## src/rtl/ram_copy_engine_if.sv

```systemverilog
// rtl/ram_copy_engine_if.sv - RAM port bundle between the copy engine (master) and a single-port RAM (slave)
interface ram_copy_engine_if #(
   parameter int ADDR_W = 10,
   parameter int DATA_W = 8
);
   logic              mem_we;
   logic [ADDR_W-1:0] mem_addr;
   logic [DATA_W-1:0] mem_wdata;
   logic [DATA_W-1:0] mem_rdata;

   modport master (output mem_we, output mem_addr, output mem_wdata, input mem_rdata);
   modport slave  (input mem_we, input mem_addr, input mem_wdata, output mem_rdata);
endinterface

```

## src/rtl/ram_copy_engine.sv

```systemverilog
// rtl/ram_copy_engine.sv - byte-wise RAM-to-RAM block copy master; optional write checksum under RAM_COPY_CSUM_EN
module ram_copy_engine #(
   parameter int ADDR_W = 10,
   parameter int DATA_W = 8,
   parameter int RD_LAT = 1
) (
   input  logic              clk,
   input  logic              rst_n,
   input  logic              start,
   input  logic [ADDR_W-1:0] src_addr,
   input  logic [ADDR_W-1:0] dst_addr,
   input  logic [ADDR_W:0]   len,
   output logic              busy,
   output logic              done,
`ifdef RAM_COPY_CSUM_EN
   output logic [DATA_W-1:0] csum,
`endif
   ram_copy_engine_if.master ram
);

   typedef enum logic [2:0] {
      S_IDLE,
      S_RD,
      S_WAIT,
      S_WR,
      S_DONE
   } state_t;

   localparam logic [ADDR_W:0] DEPTH     = {1'b1, {ADDR_W{1'b0}}};
   localparam logic [1:0]      WAIT_INIT = 2'(RD_LAT - 1);

   state_t            r_state;
   logic [ADDR_W-1:0] r_src;
   logic [ADDR_W-1:0] r_dst;
   logic [ADDR_W:0]   r_cnt;
   logic [ADDR_W:0]   r_idx;
   logic [1:0]        r_wait;
   logic              r_busy;
   logic              r_done;
   logic              r_we;
   logic [ADDR_W-1:0] r_addr;
   logic [DATA_W-1:0] r_wdata;
`ifdef RAM_COPY_CSUM_EN
   logic [DATA_W-1:0] r_csum;
`endif

   logic [ADDR_W:0]   w_len_sat;
   logic [ADDR_W:0]   w_idx_next;

   assign w_len_sat  = (len > DEPTH) ? DEPTH : len;
   assign w_idx_next = r_idx + 1'b1;

   // All outputs are registered: each transition loads the values the next state presents.
   always_ff @(posedge clk) begin
      if (!rst_n) begin
         r_state <= S_IDLE;
         r_src   <= '0;
         r_dst   <= '0;
         r_cnt   <= '0;
         r_idx   <= '0;
         r_wait  <= '0;
         r_busy  <= 1'b0;
         r_done  <= 1'b0;
         r_we    <= 1'b0;
         r_addr  <= '0;
         r_wdata <= '0;
`ifdef RAM_COPY_CSUM_EN
         r_csum  <= '0;
`endif
      end else begin
         r_done <= 1'b0;
         r_we   <= 1'b0;
         case (r_state)
            S_IDLE: begin
               if (start) begin
                  r_src  <= src_addr;
                  r_dst  <= dst_addr;
                  r_cnt  <= w_len_sat;
                  r_idx  <= '0;
                  r_busy <= 1'b1;
`ifdef RAM_COPY_CSUM_EN
                  r_csum <= '0;
`endif
                  if (w_len_sat == '0) begin
                     r_state <= S_DONE;
                     r_done  <= 1'b1;
                  end else begin
                     r_state <= S_RD;
                     r_addr  <= src_addr;
                  end
               end
            end
            S_RD: begin
               r_state <= S_WAIT;
               r_wait  <= WAIT_INIT;
            end
            S_WAIT: begin
               // RAM data for the RD address is valid in the last WAIT cycle.
               if (r_wait == '0) begin
                  r_state <= S_WR;
                  r_wdata <= ram.mem_rdata;
                  r_addr  <= r_dst + r_idx[ADDR_W-1:0];
                  r_we    <= 1'b1;
               end else begin
                  r_wait <= r_wait - 1'b1;
               end
            end
            S_WR: begin
               r_idx <= w_idx_next;
`ifdef RAM_COPY_CSUM_EN
               r_csum <= r_csum ^ r_wdata;
`endif
               if (w_idx_next == r_cnt) begin
                  r_state <= S_DONE;
                  r_done  <= 1'b1;
               end else begin
                  r_state <= S_RD;
                  r_addr  <= r_src + w_idx_next[ADDR_W-1:0];
               end
            end
            S_DONE: begin
               r_state <= S_IDLE;
               r_busy  <= 1'b0;
            end
            default: begin
               r_state <= S_IDLE;
               r_busy  <= 1'b0;
            end
         endcase
      end
   end

   assign busy          = r_busy;
   assign done          = r_done;
   assign ram.mem_we    = r_we;
   assign ram.mem_addr  = r_addr;
   assign ram.mem_wdata = r_wdata;
`ifdef RAM_COPY_CSUM_EN
   assign csum          = r_csum;
`endif

endmodule
```

## src/flat_wrapper.sv

```systemverilog
// flat-port wrapper written by rule: the top's interface ports become plain ports
module ram_copy_engine_flat 
#(
   parameter int ADDR_W = 10,
   parameter int DATA_W = 8,
   parameter int RD_LAT = 1
)
  (clk, rst_n, start, src_addr, dst_addr, len, busy, done, ram_mem_we, ram_mem_addr, ram_mem_wdata, ram_mem_rdata);
  ram_copy_engine_if #(.ADDR_W(ADDR_W), .DATA_W(DATA_W)) ram_i ();
  input  logic clk;
  input  logic rst_n;
  input  logic start;
  input  logic [ADDR_W-1:0] src_addr;
  input  logic [ADDR_W-1:0] dst_addr;
  input  logic [ADDR_W:0] len;
  output logic busy;
  output logic done;
  output wire logic [$bits(ram_i.mem_we)-1:0] ram_mem_we;
  output wire logic [$bits(ram_i.mem_addr)-1:0] ram_mem_addr;
  output wire logic [$bits(ram_i.mem_wdata)-1:0] ram_mem_wdata;
  input wire logic [$bits(ram_i.mem_rdata)-1:0] ram_mem_rdata;
  assign ram_mem_we = ram_i.mem_we;
  assign ram_mem_addr = ram_i.mem_addr;
  assign ram_mem_wdata = ram_i.mem_wdata;
  assign ram_i.mem_rdata = ram_mem_rdata;
  ram_copy_engine #(.ADDR_W(ADDR_W), .DATA_W(DATA_W), .RD_LAT(RD_LAT)) u_core (.clk(clk), .rst_n(rst_n), .start(start), .src_addr(src_addr), .dst_addr(dst_addr), .len(len), .busy(busy), .done(done), .ram(ram_i));
endmodule
```

## config.mk

```make
export PLATFORM = sky130hd
export DESIGN_NAME = ram_copy_engine_flat
export DESIGN_NICKNAME = d
export VERILOG_FILES = /design/src/rtl/ram_copy_engine_if.sv /design/src/rtl/ram_copy_engine.sv /design/src/flat_wrapper.sv
export SDC_FILE = /design/constraint.sdc
export NUM_CORES = 1
export LEC_CHECK = 0
export CAP_MARGIN = 0
export CORE_ASPECT_RATIO = 1.1
export CORE_MARGIN = 3
export CORE_UTILIZATION = 40
export DETAILED_ROUTE_END_ITERATION = 7
export GPL_TIMING_DRIVEN = 0
export PLACE_DENSITY_LB_ADDON = 0.08
export SYNTH_ARGS = -nofsm -noshare
export SYNTH_HDL_FRONTEND = slang
export SYNTH_SLANG_ARGS = --single-unit
```

## constraint.sdc

```tcl
create_clock -name clk -period 5.87 [get_ports clk]
set_input_delay 1.4675 -clock clk [delete_from_list [all_inputs] [get_ports clk]]
set_output_delay 1.4675 -clock clk [all_outputs]
set_load 0.1 [all_outputs]
```

==> results of run 1 <==
-- how the worst min path moves through the flow --
stage                                          to  slack, ns  cells after the start
after floorplan                   u_core.r_dst[0]       0.44                      2
after global placement     u_core.ram.mem_addr[5]       0.44                      2
after detailed placement   u_core.ram.mem_addr[5]       0.45                      2
after CTS                  u_core.ram.mem_addr[5]       0.46                      2
after global routing      u_core.ram.mem_wdata[3]       0.48                      2
final                      u_core.ram.mem_addr[3]       0.46                      2
-- logic make-up after synthesis --
kind of cell | count (synthesis) | share of synthesized area [%]
adder cells (fa/ha/maj) | 23 | 7.392
XOR/XNOR | 34 | 7.636
multiplexers | 10 | 2.474
AO/OA/AOI/OAI | 128 | 19.70
buffers and inverters | 45 | 4.673
AND/OR/NAND/NOR | 216 | 24.89
flip-flops | 68 | 33.23
-- power groups by stage --
| stage | Combinational, mW | Sequential, mW | Clock, mW |
|---|---|---|---|
| finish | 0.454 | 0.530 | 0.406 |
| floorplan | 0.180 | 0.675 | 0 |
| detailed placement | 0.455 | 0.540 | 0 |
| global route | 0.485 | 0.535 | 0.432 |
| CTS | 0.455 | 0.530 | 0.414 |
| global placement | 0.449 | 0.539 | 0 |
-- worst reg2reg max path, delay by kind of cell, from the launching register on --
family	cells	cell delay, ns
and+or+nand+nor	4	0.91
AOI/OAI and AO/OA	2	0.45
DFF	1	0.54
xor gates and xnor gates	2	0.32
adders and majority gates	2	0.67
buffers and inverters	1	0.18
-- cell type report --
| type | count | area, µm² |
|---|---|---|
| plain buffers | 32 | 142.6 |
| clock buffers | 11 | 141.4 |
| clock inverters | 5 | 61.31 |
| fillers | 1021 | 4877 |
| inverters | 13 | 48.80 |
| multi-input cells | 411 | 2544 |
| flip-flops and latches | 68 | 1361 |
| well taps | 120 | 150.1 |
| repair buffers | 61 | 610.6 |
-- routing by layer --
metal  vias up  GRT usage, %  part of all wire [%]  wire, µm
met2       108         34.54                    46      5643
li1       1973             -                     -         -
met5         -             0                     0         0
met1      1837         29.55                    46      5572
met3        19         4.226                   5.4       661
met4         0         7.349                   2.2       266
-- cells in the final DEF, fill, tap and decap left out, drive strengths merged, types with 4 or more instances in the layout --
| cell | instances |
|---|---|
| a21oi | 67 |
| a22oi | 5 |
| and3 | 4 |
| buf | 10 |
| clkbuf | 33 |
| clkdlybuf4s50 | 61 |
| dfxtp | 68 |
| ha | 21 |
| inv | 13 |
| mux2i | 9 |
| nand2 | 98 |
| nand2b | 5 |
| nand3 | 15 |
| nand3b | 7 |
| nand4 | 9 |
| nor2 | 39 |
| nor2b | 5 |
| nor3 | 12 |
| o2111ai | 4 |
| o211ai | 9 |
| o21ai | 20 |
| or2 | 5 |
| or3 | 4 |
| xnor2 | 21 |
| xor2 | 13 |
-- state kept, by name, summed over array words and instances (netlist names) --
signal,flops
u_core.busy,1
u_core.r_idx,11
u_core.ram.mem_wdata,8
u_core.done,1
u_core.ram.mem_addr,10
u_core.r_dst,10
u_core.ram.mem_we,1
u_core.r_wait,2
u_core.r_state,3
u_core.r_src,10
u_core.r_cnt,11
==> flow_metrics.py, run 1 <==
metrics = {
    "sta": {
        "rsz0062_at_grt": "false",
        "clock_skew_ns": 0.01089,
        "hold_viol": 0,
        "max_freq_mhz": 282.4,
        "hold_slack_ns": 0.4552,
        "setup_tns_ns": 0,
        "fin_ws_ns": 2.329,
        "drv_slew": 0,
        "max_slew_margin_pct": 34.89,
        "worst_pin_slew_ns": 0.9736,
        "period_minus_slack_ns": 3.541,
        "fin_crit_sh_pct": 60.33,
        "setup_viol_count_final": 0,
    },
    "setup_path": {
        "timing.critical_path.to": "u_core.r_cnt[10]",
        "rr_endpoint": "u_core.ram.mem_addr[9]",
        "startpoint_type": "primary input",
        "cp-startpoint": "start",
        "rr_worst_depth": 11,
        "criticalPathCategory": "primary input to flip-flop",
        "cpMaxStageDelayCell": "buf_1",
        "cp_cell_sequence": "clkdlybuf4s50_1 -> nor3b_1 -> nor2b_1 -> clkbuf_1 -> buf_1 -> nand2_1 -> a21oi_1",
        "worstPathArrival_ns": 3.82,
        "path_max_fanout": 10,
        "max_stage_delay_ns": 0.51,
        "cp_num_buf_inv": 3,
        "worstReg2RegStart": "u_core.r_idx[1]",
        "worstSetupEndpointType": "flip-flop",
        "cp_top_family": "buffers and inverters",
        "cp_num_cells": 7,
        "rrSetupSlack_ns": 2.72,
        "required_ns": 6.15,
    },
    "clock_network": {
        "post_cts_resized": 0,
        "cts_setup_buffers": 0,
        "max-clock-path-buffers": 2,
        "holdBufCountCts": 0,
        "clk_pin_slew_ns": 0.08,
        "cts_sinks": 68,
        "numCtsBuffers": 9,
        "h-tree-depth": 3,
        "clock_latency_ns": 0.35,
        "cts_tree": "done",
        "cts-root-buf": "clkbuf_8",
    },
    "logic_synthesis": {
        "synth-edff-count": 0,
        "ys.warnings.count": 0,
        "syn_area_um2": 4096,
        "yosys.area.top_type_share_pct": 33.23,
        "synth_common_cells": "98 x nand2_1, 68 x dfxtp_1, 67 x a21oi_1",
        "ys_types": 59,
        "synth_area_leaders": "dfxtp_1 33%, nand2_1 9.0%, a21oi_1 8.2%",
        "synth_most_common_cell": "nand2_1",
        "yosysTopAreaCell": "dfxtp_1",
        "ys_seq_area_share_pct": 33.23,
        "async_flop_share_pct": 0,
        "synthesis.instances": 524,
        "ys_ff_latch": 68,
        "avgSynthCellArea_um2": 7.818,
        "synth_nets": 589,
        "synth-main-ff-cell": "dfxtp_1",
    },
    "routing": {
        "vias": 3937,
        "totalWireLength_um": 12140,
        "drc": 0,
        "wl_per_cell_um": 16.84,
        "drt_pass1_iterations": 7,
        "drt_iter0_drc": 240,
        "viasPerCell": 5.460,
        "ant_nets": 0,
    },
    "power": {
        "irDropWorstVdd_mv": 0.1005,
        "switchingPower_uw": 541.2,
        "p_seq_share_pct": 38.1,
        "combPwrFrac_pct": 32.7,
        "finalPower_mw": 1.389,
        "power_density_nw_per_um2": 274.6,
        "p_int_uw": 848.3,
        "swShare_pct": 38.95,
        "clockPowerShare_pct": 29.2,
        "power_leakage_nw": 1.873,
    },
    "final_layout": {
        "fin_util_pct": 50.92,
        "drive_gt1_share_pct": 6.656,
        "syn_to_final_growth_pct": 23.52,
        "fin_cells": 721,
        "diodes": 0,
        "fin_nets": 661,
        "finalInstanceArea_um2": 5060,
    },
    "place": {
        "dpl_worst_slack_ns": 1.970,
        "dp.cells": 705,
        "gp_congestion": 0.8908,
        "placedInstanceArea_um2": 4857,
        "dp_hpwl_um": 9373,
        "io_buffers": 61,
    },
    "floorplanning": {
        "initial_utilization_pct": 41.22,
        "fp.coreArea_um2": 9937,
        "die_w_um": 102.5,
        "rows": 38,
        "dieArea_um2": 11490,
        "top_level_ports": 63,
        "die_h_um": 112.1,
    },
    "min_path": {
        "hold_class": "flip-flop to flip-flop",
        "hold_start": "u_core.ram.mem_addr[3]",
    },
    "run": {
        "maxCapViolCount": 0,
    },
    "global_routing": {
        "grt_max_degree": 13,
        "grt_first_pass_wirelength_um": 19580,
        "grt_antenna_before_repair": 0,
        "grt_pass1_vias": 3865,
        "grt-ovfl-total": 0,
        "grt_usage_pct": 21.81,
    },
    "status": {
        "status": "finished, final reports clean",
    },
}
Note: power is estimated with default switching activity, not from simulation.
==> inputs of run 2 (changes only) <==
==> constraint.sdc (replaced) <==
create_clock -name clk -period 3.25 [get_ports clk]
set_input_delay 0.8125 -clock clk [delete_from_list [all_inputs] [get_ports clk]]
set_output_delay 0.8125 -clock clk [all_outputs]
set_load 0.1 [all_outputs]
==> run 2 against run 1 <==
Net effect: sequential share of layout area shrank 0.062 points; via count grew 0.23%; sequential power grew 80%; critical endpoint is now u_core.ram.mem_addr[9]; largest cell class unchanged.
==> flow_metrics.py, run 2 (synthesis gave the netlist of run 1 again) <==
metrics = {
    "status": {
        "status": "finished, final reports clean",
    },
    "routing": {
        "drt_iter0_drc": 243,
        "wl_per_cell_um": 16.87,
        "vias": 3946,
        "viasPerCell": 5.458,
        "drt_pass1_iterations": 5,
        "totalWireLength_um": 12200,
        "ant_nets": 0,
        "drc": 0,
    },
    "final_layout": {
        "top_regs": "u_core.r_cnt (11), u_core.r_idx (11)",
        "fillCellCount": 1022,
        "syn_to_final_growth_pct": 23.92,
        "fin_cells": 723,
        "multi_input_area_um2": 2544,
        "most-common-layout-cells": "98 x nand2_1, 67 x a21oi_1, 67 x dfxtp_1",
        "fin_nets": 663,
        "diodes": 0,
        "final_common_cell": "nand2_1",
        "regArea_um2": 1363,
        "drive_gt1_share_pct": 7.131,
    },
    "power": {
        "power_density_nw_per_um2": 493.9,
        "power_leakage_nw": 1.882,
        "finalPower_mw": 2.507,
        "irDropWorstVdd_mv": 0.1817,
    },
    "setup_path": {
        "rr_worst_depth": 10,
        "cp_top_family": "compound AO/OA/AOI/OAI gates",
        "worstSetupEndpointType": "flip-flop",
        "cpMaxStageDelayCell": "o311ai_0",
        "required_ns": 3.50,
        "rr_endpoint": "u_core.ram.mem_addr[9]",
        "cp_cell_sequence": "buf_2 -> nand3_1 -> nor2_1 -> xnor2_1 -> ha_1 -> o311ai_0 -> o21ai_0 -> xnor2_1 -> nor2_1 -> o221a_1",
        "max_stage_delay_ns": 0.52,
        "path_max_fanout": 8,
        "startpoint_type": "flip-flop",
        "cp_num_buf_inv": 1,
        "criticalPathCategory": "flip-flop to flip-flop",
        "rrSetupSlack_ns": 0.25,
        "worstReg2RegStart": "u_core.r_idx[0]",
        "worstPathArrival_ns": 3.24,
    },
    "min_path": {
        "hold_depth": 2,
        "hold_class": "flip-flop to flip-flop",
        "hold_start": "u_core.ram.mem_addr[3]",
        "hold_end": "u_core.ram.mem_addr[3]",
    },
    "clock_network": {
        "cts_tree": "done",
        "clk_pin_slew_ns": 0.08,
        "holdBufCountCts": 0,
        "clock_latency_ns": 0.35,
        "h-tree-depth": 3,
        "numCtsBuffers": 9,
        "max-clock-path-buffers": 2,
        "cts-root-buf": "clkbuf_8",
        "cts_sinks": 68,
    },
    "run": {
        "maxCapViolCount": 0,
    },
    "global_routing": {
        "grt_usage_pct": 21.81,
        "grt_first_pass_wirelength_um": 19580,
        "grt_pass1_vias": 3865,
        "grt-ovfl-total": 0,
        "grt_max_degree": 13,
        "grt_antenna_before_repair": 0,
    },
    "sta": {
        "clock_skew_ns": 0.01121,
        "fin_ws_ns": 0.2538,
        "period_minus_slack_ns": 2.996,
        "hold_slack_ns": 0.4549,
        "fin_crit_sh_pct": 92.19,
        "setup_tns_ns": 0,
        "max_freq_mhz": 333.8,
        "rsz0062_at_grt": "false",
        "setup_viol_count_final": 0,
        "drv_slew": 0,
        "max_slew_margin_pct": 34.91,
        "worst_pin_slew_ns": 0.9734,
        "hold_viol": 0,
    },
    "floorplanning": {
        "die_w_um": 102.5,
        "fp.coreArea_um2": 9937,
        "dieArea_um2": 11490,
        "top_level_ports": 63,
        "die_h_um": 112.1,
        "initial_utilization_pct": 41.22,
        "rows": 38,
    },
    "place": {
        "gp_congestion": 0.8908,
        "dp_hpwl_um": 9373,
        "io_buffers": 61,
        "dp.cells": 705,
        "dpl_worst_slack_ns": 0.005346,
    },
}
run 2: cell count changes in the layout (fill, tap and decap cells not counted):
cell and delta:
dfxtp_1 -1, dfxtp_2 +1, buf_4 +2
run 2: what timing repair did:
| action | 4_1_cts | 5_1_grt |
|---|---|---|
| resized for setup | 0 | 1 |
| setup buffers | 0 | 2 |
| endpoints found under the setup margin | 0 | 1 |
run 2: routing by layer:
layer / GRT usage, % / share of wire, % / up-vias
li1: - / - / 1978
met1: 29.55 / 45 / 1835
met3: 4.226 / 5.6 / 20
met2: 34.54 / 47 / 113
met5: 0 / 0 / -
met4: 7.349 / 2.2 / 0
run 2: power breakdown:
part	leakage, nW	switching [mW]	internal, mW
Clock	0.0918	0.354	0.377
Sequential	0.555	0.0497	0.907
Combinational	1.23	0.572	0.248
Total	1.88	0.975	1.53
run 2: cell type report:
type	instances	share of cell area [%]
tap	120	2.958
inverter	13	0.9613
multi-input combinational	411	50.11
clock buffer	11	2.785
clock inverter	5	1.208
sequential	68	26.84
timing repair buffer	63	12.32
buffer	32	2.810
run 2: worst min-delay path, delay by kind of cell, from the launching register on:
family / cells / cell delay (ns)
AO/OA/AOI/OAI: 1 / 0.05
flip-flops: 1 / 0.32
AND/OR/NAND/NOR: 1 / 0.05
run 2: worst max-delay path by stage:
stage / start / end / slack [ns] / cells after the start
floorplan: u_core.r_idx[1] / u_core.ram.mem_addr[9] / 0.58 / 11
global placement: start / u_core.r_dst[2] / 0.002 / 7
detailed placement: start / u_core.r_cnt[10] / 0.005 / 7
CTS: u_core.r_idx[1] / u_core.ram.mem_addr[9] / 0.10 / 11
global route: u_core.r_idx[0] / u_core.ram.mem_addr[9] / 0.003 / 10
finish: u_core.r_idx[0] / u_core.ram.mem_addr[9] / 0.25 / 10
run 2: through the flow:
step	area (µm²)	utilization (%)
after floorplan	4096	-
after global placement	4857	48.88
after detailed placement	4857	48.88
after CTS	5060	50.92
after global routing	5076	51.08
final	5076	51.08
